--- src/rtl/fuzz_op_scheduler.sv ---
// Round-robin arbiter that shares one combinational fuzz datapath among NREQ requesters.
// Each granted bundle is held on the operand lines for SETTLE cycles, then y is captured and returned.
module fuzz_op_scheduler #(
    parameter int NREQ   = 4,
    parameter int SETTLE = 1
) (
    input  logic                       clk,
    input  logic                       rst_n,
    input  logic [NREQ-1:0]            req_valid,
    output logic [NREQ-1:0]            req_ready,
    input  logic [NREQ*53-1:0]         req_ops,
    output logic [10:0]                dp_w0,
    output logic [11:0]                dp_w1,
    output logic [9:0]                 dp_w2,
    output logic [8:0]                 dp_w3,
    output logic [10:0]                dp_w4,
    input  logic [81:0]                dp_y,
    output logic                       rsp_valid,
    input  logic                       rsp_ready,
    output logic [$clog2(NREQ)-1:0]    rsp_id,
    output logic [81:0]                rsp_data,
    output logic                       rsp_lsb_err,
    output logic                       busy
);
    localparam int IDW = $clog2(NREQ);

    // state    | meaning
    // S_IDLE   | waiting for any req_valid, picks next requester after r_last
    // S_GRANT  | req_ready pulsed to the chosen requester for one cycle
    // S_SETTLE | operands held on dp_w*, counting down before y is captured
    // S_RESP   | response held until the consumer accepts it
    typedef enum logic [1:0] {S_IDLE, S_GRANT, S_SETTLE, S_RESP} state_t;

    state_t            r_state;
    logic              r_run;
    logic [IDW-1:0]    r_last;
    logic [IDW-1:0]    r_grant;
    logic [IDW-1:0]    r_id;
    logic [NREQ-1:0]   r_req_ready;
    logic [3:0]        r_cnt;
    logic [10:0]       r_w0;
    logic [11:0]       r_w1;
    logic [9:0]        r_w2;
    logic [8:0]        r_w3;
    logic [10:0]       r_w4;
    logic              r_rsp_valid;
    logic [IDW-1:0]    r_rsp_id;
    logic [81:0]       r_rsp_data;
    logic              r_rsp_lsb_err;
    logic              r_busy;

    logic [IDW-1:0]    w_pick;
    logic [52:0]       w_ops;

    // Walk downwards so the last hit is the nearest valid index after r_last.
    always_comb begin
        w_pick = r_last;
        for (int k = NREQ; k >= 1; k--) begin
            if (req_valid[(int'(r_last) + k) % NREQ]) begin
                w_pick = IDW'((int'(r_last) + k) % NREQ);
            end
        end
    end

    assign w_ops = req_ops[int'(r_grant) * 53 +: 53];

    // r_run holds off arbitration for one clock after reset release.
    always_ff @(posedge clk or negedge rst_n) begin
        if (!rst_n) begin
            r_state       <= S_IDLE;
            r_run         <= 1'b0;
            r_last        <= IDW'(NREQ - 1);
            r_grant       <= '0;
            r_id          <= '0;
            r_req_ready   <= '0;
            r_cnt         <= '0;
            r_w0          <= '0;
            r_w1          <= '0;
            r_w2          <= '0;
            r_w3          <= '0;
            r_w4          <= '0;
            r_rsp_valid   <= 1'b0;
            r_rsp_id      <= '0;
            r_rsp_data    <= '0;
            r_rsp_lsb_err <= 1'b0;
            r_busy        <= 1'b0;
        end else begin
            r_run <= 1'b1;
            case (r_state)
                S_IDLE: begin
                    if (r_run && (|req_valid)) begin
                        r_grant     <= w_pick;
                        r_req_ready <= NREQ'(1) << w_pick;
                        r_state     <= S_GRANT;
                        r_busy      <= 1'b1;
                    end
                end
                S_GRANT: begin
                    r_req_ready <= '0;
                    if (req_valid[r_grant]) begin
                        r_w0    <= w_ops[10:0];
                        r_w1    <= w_ops[22:11];
                        r_w2    <= w_ops[32:23];
                        r_w3    <= w_ops[41:33];
                        r_w4    <= w_ops[52:42];
                        r_id    <= r_grant;
                        r_last  <= r_grant;
                        r_cnt   <= 4'(SETTLE);
                        r_state <= S_SETTLE;
                    end else begin
                        r_state <= S_IDLE;
                        r_busy  <= 1'b0;
                    end
                end
                S_SETTLE: begin
                    if (r_cnt == 4'd0) begin
                        r_rsp_data    <= dp_y;
                        r_rsp_lsb_err <= dp_y[0];
                        r_rsp_id      <= r_id;
                        r_rsp_valid   <= 1'b1;
                        r_state       <= S_RESP;
                    end else begin
                        r_cnt <= r_cnt - 4'd1;
                    end
                end
                S_RESP: begin
                    if (rsp_ready) begin
                        r_rsp_valid <= 1'b0;
                        r_state     <= S_IDLE;
                        r_busy      <= 1'b0;
                    end
                end
                default: begin
                    r_state <= S_IDLE;
                    r_busy  <= 1'b0;
                end
            endcase
        end
    end

    assign req_ready   = r_req_ready;
    assign dp_w0       = r_w0;
    assign dp_w1       = r_w1;
    assign dp_w2       = r_w2;
    assign dp_w3       = r_w3;
    assign dp_w4       = r_w4;
    assign rsp_valid   = r_rsp_valid;
    assign rsp_id      = r_rsp_id;
    assign rsp_data    = r_rsp_data;
    assign rsp_lsb_err = r_rsp_lsb_err;
    assign busy        = r_busy;

endmodule

--- config.mk ---
export PLATFORM = sky130hd
export DESIGN_NAME = fuzz_op_scheduler
export DESIGN_NICKNAME = d
export VERILOG_FILES = /design/src/rtl/fuzz_op_scheduler.sv
export SDC_FILE = /design/constraint.sdc
export NUM_CORES = 1
export LEC_CHECK = 0
export CORE_AREA = 2 2 173 175
export CTS_CLUSTER_SIZE = 12
export DETAILED_ROUTE_END_ITERATION = 12
export DIE_AREA = 0 0 175 177
export HOLD_SLACK_MARGIN = 0.1
export PLACE_DENSITY = 0.63
export SYNTH_ARGS = -nofsm -noshare
export SYNTH_HDL_FRONTEND = slang
export SYNTH_SLANG_ARGS = --single-unit
--- constraint.sdc ---
create_clock -name clk -period 2.9 [get_ports clk]
set_clock_uncertainty 0.05 [all_clocks]
set_input_delay 0.58 -clock clk [delete_from_list [all_inputs] [get_ports clk]]
set_output_delay 0.58 -clock clk [all_outputs]
set_load 0.01 [all_outputs]
# Yosys cells after proc, flatten, opt, wreduce, memory -nomap -nowiden
# Cells that the tools add are included.
[totals]
register_bits = 157
in_bits = 301
[classes]
n_addsub = 5
multipliers = 1
magnitude_cmp = 5
n_eq_ne = 9
n_shift = 2
muxes = 34
n_bitwise = 4
reduce_logical = 20
[op_table]
columns = ["cell", "count"]
rows = [
  ["212-bit by 9-bit variable part select with 53-bit output", 1],
  ["3-bit by 4-bit less-than comparator with 1-bit output (second input constant)", 4],
  ["2-bit two-way mux", 8],
  ["4-bit case mux with 2 select lines", 2],
  ["1-bit two-way mux", 13],
  ["4-bit two-way mux", 3],
  ["2-bit != test (second input constant)", 6],
  ["1-bit binary-select mux with 2-bit select", 5],
  ["3-bit AND reduction", 3],
  ["2-bit by 6-bit multiplier with 8-bit output (second input constant)", 1],
  ["2-bit case mux with 4 select lines", 1],
  ["2-bit AND reduction", 4],
  ["2-bit OR reduction", 4],
  ["2-bit nonzero test", 3],
  ["2-bit by 1-bit adder with 2-bit output (second input constant)", 2],
  ["2-bit adder (second input constant)", 2],
  ["1-bit AND (first input constant)", 4],
  ["2-bit == test (second input constant)", 2],
  ["4-bit logical NOT", 1],
  ["4-bit AND reduction", 1],
  ["4-bit OR reduction", 1],
  ["1-bit by 2-bit << shifter with 4-bit output (first input constant)", 1],
  ["4-bit by 1-bit subtractor with 4-bit output (second input constant)", 1],
  ["2-bit by 3-bit less-than comparator with 1-bit output (second input constant)", 1],
  ["6 further kinds", 6],
]

# Depth between registers and ports, before layout
# Gate-level depths: netlist of the first run.
[depth]
word_depth = 13
depth_mapped = 7

# Least setup slack after synthesis of the first run
# OpenSTA, ideal clock, no wires.
[synth_timing]
path_type = "input -> register"
start = "in req_valid[3]"
end = "reg r_cnt[0]"
setup_time_ps = 132
t_arrival_ps = 1647
t_required_ps = 2718
setup_slack_ps = 1072
cell_stages = 6
path_buffers = 2
path_cell_list = "mux4_2 and2_1 clkbuf_2 buf_6 nor3_1 a21oi_1"
[synth_via]
elab_chain_len = 4
[synth_lines]
columns = ["element", "line_no", "rtl"]
rows = [
  ["start: declaration", "9", "input logic [NREQ-1:0] req_valid,"],
  ["1-bit binary-select mux with 2-bit select", "100", "if (req_valid[r_grant]) begin"],
  ["1-bit two-way mux (implied by the code)", "100", ""],
  ["2-bit != test (no source line)", "--", ""],
  ["3-bit AND reduction (no source line)", "--", ""],
  ["end signal: assignment", "108", "r_cnt <= 4'(SETTLE);"],
  ["end signal: assignment", "123", "r_cnt <= r_cnt - 4'd1;"],
  ["end: declaration", "40", "logic [3:0] r_cnt;"],
]
# No other way between the ends. The select of a mux whose other input is x is not followed.
# A chain may end at the register's enable or synchronous reset.

# Final worst setup path of the first run
[layout_timing]
start = "reg r_w4[1] (netlist: dp_w4[1])"
end = "out dp_w4[1]"
[layout_lines]
columns = ["element", "line_no", "rtl"]
rows = [
  ["start: declaration", "45", "logic [10:0] r_w4;"],
  ["start signal: assignment", "105", "r_w4 <= w_ops[52:42];"],
  ["end: declaration", "16", "output logic [10:0] dp_w4,"],
]
# No word-level cell between the ends.

==> flow_metrics.tcl, run 1 <==
set metrics [dict create \
    dpl.hpwl_mm 19.9 \
    cap_viol_max_count 0 \
    die_h_um 177 \
    synth_cells 576 \
    hold_viol 0 \
    leakagePower_nw 5.41 \
    synthXorXnorAreaFrac_pct 0.238 \
    rsz0062_at_grt "no" \
    crit_fanout 2 \
    die_w_um 175 \
    path_delay_family "buffers and inverters" \
    critical_path_buf_inv_count 1 \
    power.density_nw_per_um2 965 \
    crit_chain "clkdlybuf4s50_1" \
    drt_pre_antenna_iters 4 \
    seq_area_frac_synth_pct 53.1 \
    boundaryPins 445 \
    period_share_pct 70.9 \
    drive_gt1_share_pct 18.7 \
    holdWs_ns 0.422 \
    initial_core_util_pct 25.2 \
    ctsHoldBuffers 1 \
    yosysTopAreaCell "dfrtp_1" \
    synth_top_family_by_area "multiplexers" \
    synth_cell_types 35 \
    synth_top_area_share_pct 52.4 \
    nets 1317 \
    fin_setup_tns_ns 0 \
    arrival_ns 1.43 \
    reg2reg_depth 5 \
    grt_pass1_wl_mm 38.0 \
    period_needed_ns 2.06 \
    reg2reg_to "r_last[1]$_DFFE_PN1P_" \
    reg2reg_slack_ns 0.93 \
    rows 63 \
    r2r_start "r_grant[0]$_DFFE_PN0P_" \
    fmax_mhz 486 \
    ys.flop_type "dfrtp_1" \
    grt_max_degree 86 \
    coreArea_um2 29200 \
    setup_ws_ns 0.843 \
    cpMaxStageDelayCell "clkdlybuf4s50_1" \
    finalSetupViolCount 0 \
    synth.mux.area_fraction_pct 29.5 \
    clk_latency_ns 0.42 \
    critPathKind "reg -> out" \
    hold_start "dp_w2[9]$_DFFE_PN0P_" \
    cts.sinks 156 \
    synth_compound_area_share_pct 1.96 \
    grt_antenna_before_repair 1 \
    cts_made_buffers 17 \
    peakVddDrop_mv 0.491 \
    synth.net_count 879 \
    min_to "dp_w2[9]$_DFFE_PN0P_" \
    place_ws_ns 0.378 \
    syn_area_um2 7360 \
    yosysWarnings 0 \
    area_growth_pct 75.8 \
    wire_per_inst_um 17.8 \
    routed_wl_mm 25.2 \
    synth_fa_ha_area_share_pct 0.340 \
    worst_slew_pin_slew_ns 0.754 \
    netlist_top_cells_count "nand2_1 (174), dfrtp_1 (154), mux2_2 (84), mux4_2 (54), buf_2 (19)" \
    cp-end-kind "primary output" \
    relSlewSlack_pct 49.8 \
    clock-root-buffer "clkbuf_16" \
    vias_per_cell 4.41 \
    synth_most_common_cell "nand2_1" \
    grtUsageTotal_pct 16.2 \
    clockBufferDepth 2 \
    port_buffers 444 \
    hold_path_depth 2 \
    post_cts_buffers 0 \
    cts_resized 0 \
    place_congestion 0.810 \
    slew_viol_final 0 \
    drt-initial-drc-count 251 \
    avgSynthCellArea_um2 12.8 \
    synth_edf_count 0 \
    min_path_type "reg -> reg" \
    synthTopCellsByArea "dfrtp_1 (52%), mux4_2 (17%), mux2_2 (13%)" \
    htree_num_levels 4 \
    cpPeakStageDelay_ns 0.65 \
    outcome "finished, final reports clean" \
    cts_tree "yes" \
    worstPathRequired_ns 2.27 \
    num_vias 6254 \
    synth-simple-area-share_pct 11.8 \
    fillers 2703 \
    ys_seq_elements 156 \
    overflow 0 \
    grt_pass1_vias 6584 \
    ys_async_sr_fraction_pct 100 \
    worst_setup_path_start_kind "flip-flop" \
    drc 0 \
    dieArea_um2 31000 \
    ant_nets 0 \
    cts.clk_slew.worst_paths_ns 0.06 \
]
-- kinds of logic (layout without fill, tap and decap cells) --
kind of cell               Yosys count  in the layout
other                                1              2
adders and majority gates            2              2
DFF                                156            156
xor gates and xnor gates             2              2
muxes                              139            139
and+or+nand+nor                    210            210
buffers and inverters               42            493
AOI/OAI and AO/OA                   24             24
-- final cells by class --
type / count / area [µm²] / share of cell area (%)
clock inverters: 13 / 214 / 1.65
flip-flops and latches: 156 / 3910 / 30.2
inverters: 5 / 18.8 / 0.145
diodes: 1 / 2.50 / 0.0193
multi-input cells: 378 / 3240 / 25.1
repair buffers: 456 / 4610 / 35.7
well taps: 390 / 488 / 3.77
clock buffers: 19 / 443 / 3.42
-- worst max path at each step --
stage | from | endpoint | slack [ns] | cells past startpoint
floorplan | req_valid[3] | r_cnt[0]$_DFFE_PN0P_ | 1.07 | 6
global placement | req_valid[3] | r_last[1]$_DFFE_PN1P_ | 0.41 | 6
detailed placement | req_valid[3] | r_last[1]$_DFFE_PN1P_ | 0.38 | 6
CTS | dp_w4[1]$_DFFE_PN0P_ | dp_w4[1] | 0.80 | 1
global route | r_grant[0]$_DFFE_PN0P_ | r_last[1]$_DFFE_PN1P_ | 0.76 | 5
finish | dp_w4[1]$_DFFE_PN0P_ | dp_w4[1] | 0.84 | 1
-- layer usage --
metal  up-vias  track usage (%)  share of wire [%]
met5         -                0                  0
met4         0             4.38                1.4
met3        19             5.48                8.6
met2       298             29.3                 52
met1      3037             18.2                 38
li1       2900                -                  -
-- report_power, final --
part           internal, W  total [W]  leakage [nW]  switching [W]
Clock              0.00156    0.00248         0.319       0.000919
Combinational      0.00360    0.00604          3.21        0.00244
Sequential         0.00326    0.00396          1.88       0.000699
Total              0.00842     0.0125          5.41        0.00406
-- registers in the layout (all words and copies together) (netlist names), named ones only --
register and flops:
dp_w4 11, dp_w0 11, r_grant 2, dp_w3 9
r_cnt 4, dp_w1 12, rsp_valid 1, busy 1
dp_w2 10, r_id 2, r_run 1, req_ready 4
rsp_id 2, rsp_data 82, r_state 1, r_last 2
-- metrics by stage --
step,instances,util (%),power (W),cell area (µm²)
after floorplan,576,-,0.00692,7360
after global placement,1384,41.9,0.0101,12300
after detailed placement,1384,41.9,0.0102,12300
after CTS,1417,44.2,0.0127,12900
after global routing,1418,44.2,0.0133,12900
final,1418,44.2,0.0125,12900
-- placed cells by master, fill, tap and decap left out, types with 2 or more instances in the layout --
cell type | Yosys | routed
a21oi_1 | 10 | 10
clkbuf_16 | 0 | 17
inv_1 | 5 | 5
bufinv_16 | 0 | 5
clkdlybuf4s50_1 | 0 | 443
mux2_2 | 84 | 84
o21ai_0 | 10 | 10
mux4_2 | 54 | 54
dfrtp_1 | 154 | 152
dfstp_2 | 2 | 2
buf_12 | 0 | 6
xor2_1 | 2 | 2
nand2_1 | 174 | 172
nor2_1 | 10 | 10
clkinv_2 | 0 | 2
nor2b_1 | 2 | 2
or3_1 | 2 | 2
and3b_1 | 5 | 5
nor3_1 | 5 | 5
clkinv_4 | 0 | 3
nand3_1 | 3 | 3
buf_4 | 6 | 5
ha_1 | 2 | 2
Note: power is estimated with default switching activity, not from simulation.
==> run 2, diff against run 1 <==
CORE_AREA = 2 2 174 176   (was 2 2 173 175)
DIE_AREA = 0 0 176 178   (was 0 0 175 177)
PLACE_DENSITY = 0.65   (was 0.63)
clock period = 1.75 ns   (was 2.9 ns; I/O delays follow)
==> flow_metrics.tcl, run 2 (synthesized netlist as in run 1, its figures left out) <==
set metrics [dict create \
    outcome "finished, final reports clean" \
    hold_viol 0 \
    grt_antenna_before_repair 3 \
    clockBufferDepth 2 \
    initial_core_util_pct 25.0 \
    dieArea_um2 31300 \
    arrival_ns 1.98 \
    p_int_w 0.0130 \
    worst_setup_path_start_kind "flip-flop" \
    ant_nets 0 \
    die_w_um 176 \
    nets 1352 \
    cpMaxStageDelayCell "dfrtp_1" \
    grtUsageTotal_pct 16.4 \
    drt-initial-drc-count 265 \
    pwr-share-clk_pct 18.1 \
    leakagePower_nw 6.19 \
    cap_viol_max_count 0 \
    boundaryPins 445 \
    num_vias 6407 \
    die_h_um 178 \
    dp.cells 1413 \
    final_area_um2 13300 \
    grt_pass1_wl_mm 38.4 \
    cts.clk_slew.worst_paths_ns 0.07 \
    min_path_type "in -> async" \
    dpl.hpwl_mm 20.8 \
    cts.sinks 156 \
    port_buffers 444 \
    power.density_nw_per_um2 1510 \
    stdcell_count 1454 \
    p_seq_share_pct 31.6 \
    worstPathRequired_ns 2.01 \
    p_total_w 0.0200 \
    critical_path_buf_inv_count 3 \
    mostFrequentLayoutCells "clkdlybuf4s50_1 (312), nand2_1 (172), dfrtp_1 (152)" \
    switchingPower_w 0.00707 \
    grt_pass1_vias 6590 \
    register_area_um2 3910 \
    htree_num_levels 4 \
    coreArea_um2 29400 \
    drt_pre_antenna_iters 4 \
    largest_reg_flops 82 \
    multi_input_area_um2 3290 \
    cpPeakStageDelay_ns 0.40 \
    place_area_um2 12600 \
    grt_max_degree 56 \
    period_needed_ns 1.72 \
    fmax_mhz 582 \
    layout_commonest_cell "clkdlybuf4s50_1" \
    rsz0062_at_grt "yes" \
    cts_tree "yes" \
    cp-end-kind "flip-flop" \
    routed_wl_mm 26.5 \
    drc 0 \
    slew_viol_final 0 \
    p_sw_share_pct 35.3 \
    path_delay_family "buffers and inverters" \
    period_share_pct 98.2 \
    crit_chain "inv_2 -> ha_4 -> nor3b_4 -> buf_6 -> nand2_8 -> buf_12 -> mux2_2" \
    clk_latency_ns 0.42 \
    pwr-share-comb_pct 50.3 \
    critPathKind "reg -> reg" \
    area_growth_pct 80.6 \
    drive_gt1_share_pct 21.9 \
    clock-root-buffer "clkbuf_16" \
    crit_fanout 17 \
    rows 63 \
    place_congestion 0.805 \
    vias_per_cell 4.41 \
    finish.utilization_pct 45.2 \
    finalSetupViolCount 0 \
    cts_made_buffers 17 \
    overflow 0 \
    peakVddDrop_mv 0.663 \
    wire_per_inst_um 18.2 \
    fillers 2725 \
]
-- run 2: cell count changes in the layout (fill, tap and decap cells not counted), sizes merged --
cell           delta
bufinv            -5
diode             +1
dlygate4sd2      +89
clkdlybuf4s50   -131
clkinvlp          +1
nand2             +1
buf              +32
dlymetal6s2s     +42
inv               +8
clkinv            -2
-- run 2: final timing paths --
check | from | depth (start not counted) | slack [ns] | end
worst max-delay path | r_cnt[0]$_DFFE_PN0P_ | 7 | 0.03 | rsp_data[44]$_DFFE_PN0P_
worst min-delay path | rst_n | 2 | 0.31 | dp_w3[1]$_DFFE_PN0P_
worst max register to register | r_cnt[0]$_DFFE_PN0P_ | 7 | 0.03 | rsp_data[44]$_DFFE_PN0P_
worst min register to register | dp_w1[4]$_DFFE_PN0P_ | 2 | 0.42 | dp_w1[4]$_DFFE_PN0P_
max in group asynchronous | rst_n | 3 | 0.70 | r_last[1]$_DFFE_PN1P_
min in group clk | dp_w1[4]$_DFFE_PN0P_ | 2 | 0.42 | dp_w1[4]$_DFFE_PN0P_
-- run 2: per-layer routing --
layer / up-vias / wire [µm] / part of all wire (%) / global-route usage [%]
met5: - / 10 / 0.038 / 0
met4: 2 / 274 / 1.0 / 5.34
met3: 21 / 2340 / 8.8 / 5.16
met2: 310 / 13800 / 52 / 29.5
met1: 3100 / 10100 / 38 / 18.4
li1: 2974 / - / - / -
-- run 2: timing repair --
action / 4_1_cts / 5_1_grt
hold buffers: 1 / 0
setup buffers: 1 / 2
resized for setup: 90 / 52
cloned: 0 / 3
endpoints found under the hold margin: 111 / 0
endpoints found under the setup margin: 108 / 114
pin swaps: 1 / 0
-- run 2: power by group through the flow --
| stage | combinational [W] | clock (W) | sequential, W |
|---|---|---|---|
| final | 0.0101 | 0.00363 | 0.00633 |
| after global routing | 0.0109 | 0.00395 | 0.00656 |
| after CTS | 0.0102 | 0.00377 | 0.00638 |
| after detailed placement | 0.0108 | 0 | 0.00646 |
| after global placement | 0.0108 | 0 | 0.00639 |
| after floorplan | 0.00439 | 0 | 0.00708 |
-- run 2: through the flow --
stage / hold WS (ns) / setup WS, ns / setup TNS [ns]
floorplan: 0.00441 / 0.00516 / 0
global placement: 0.211 / -0.365 / -21.93
detailed placement: 0.208 / -0.397 / -24.00
CTS: 0.303 / 0.0000663 / 0
global route: 0.338 / -0.0198 / -0.338
finish: 0.310 / 0.0322 / 0
-- run 2: cell type report --
cell class | count | share of cell area, %
inverter | 5 | 0.141
clock buffer | 17 | 3.20
tap | 390 | 3.67
sequential | 156 | 29.4
antenna | 2 | 0.0377
clock inverter | 15 | 1.08
timing repair buffer | 490 | 37.6
multi-input combinational | 379 | 24.8
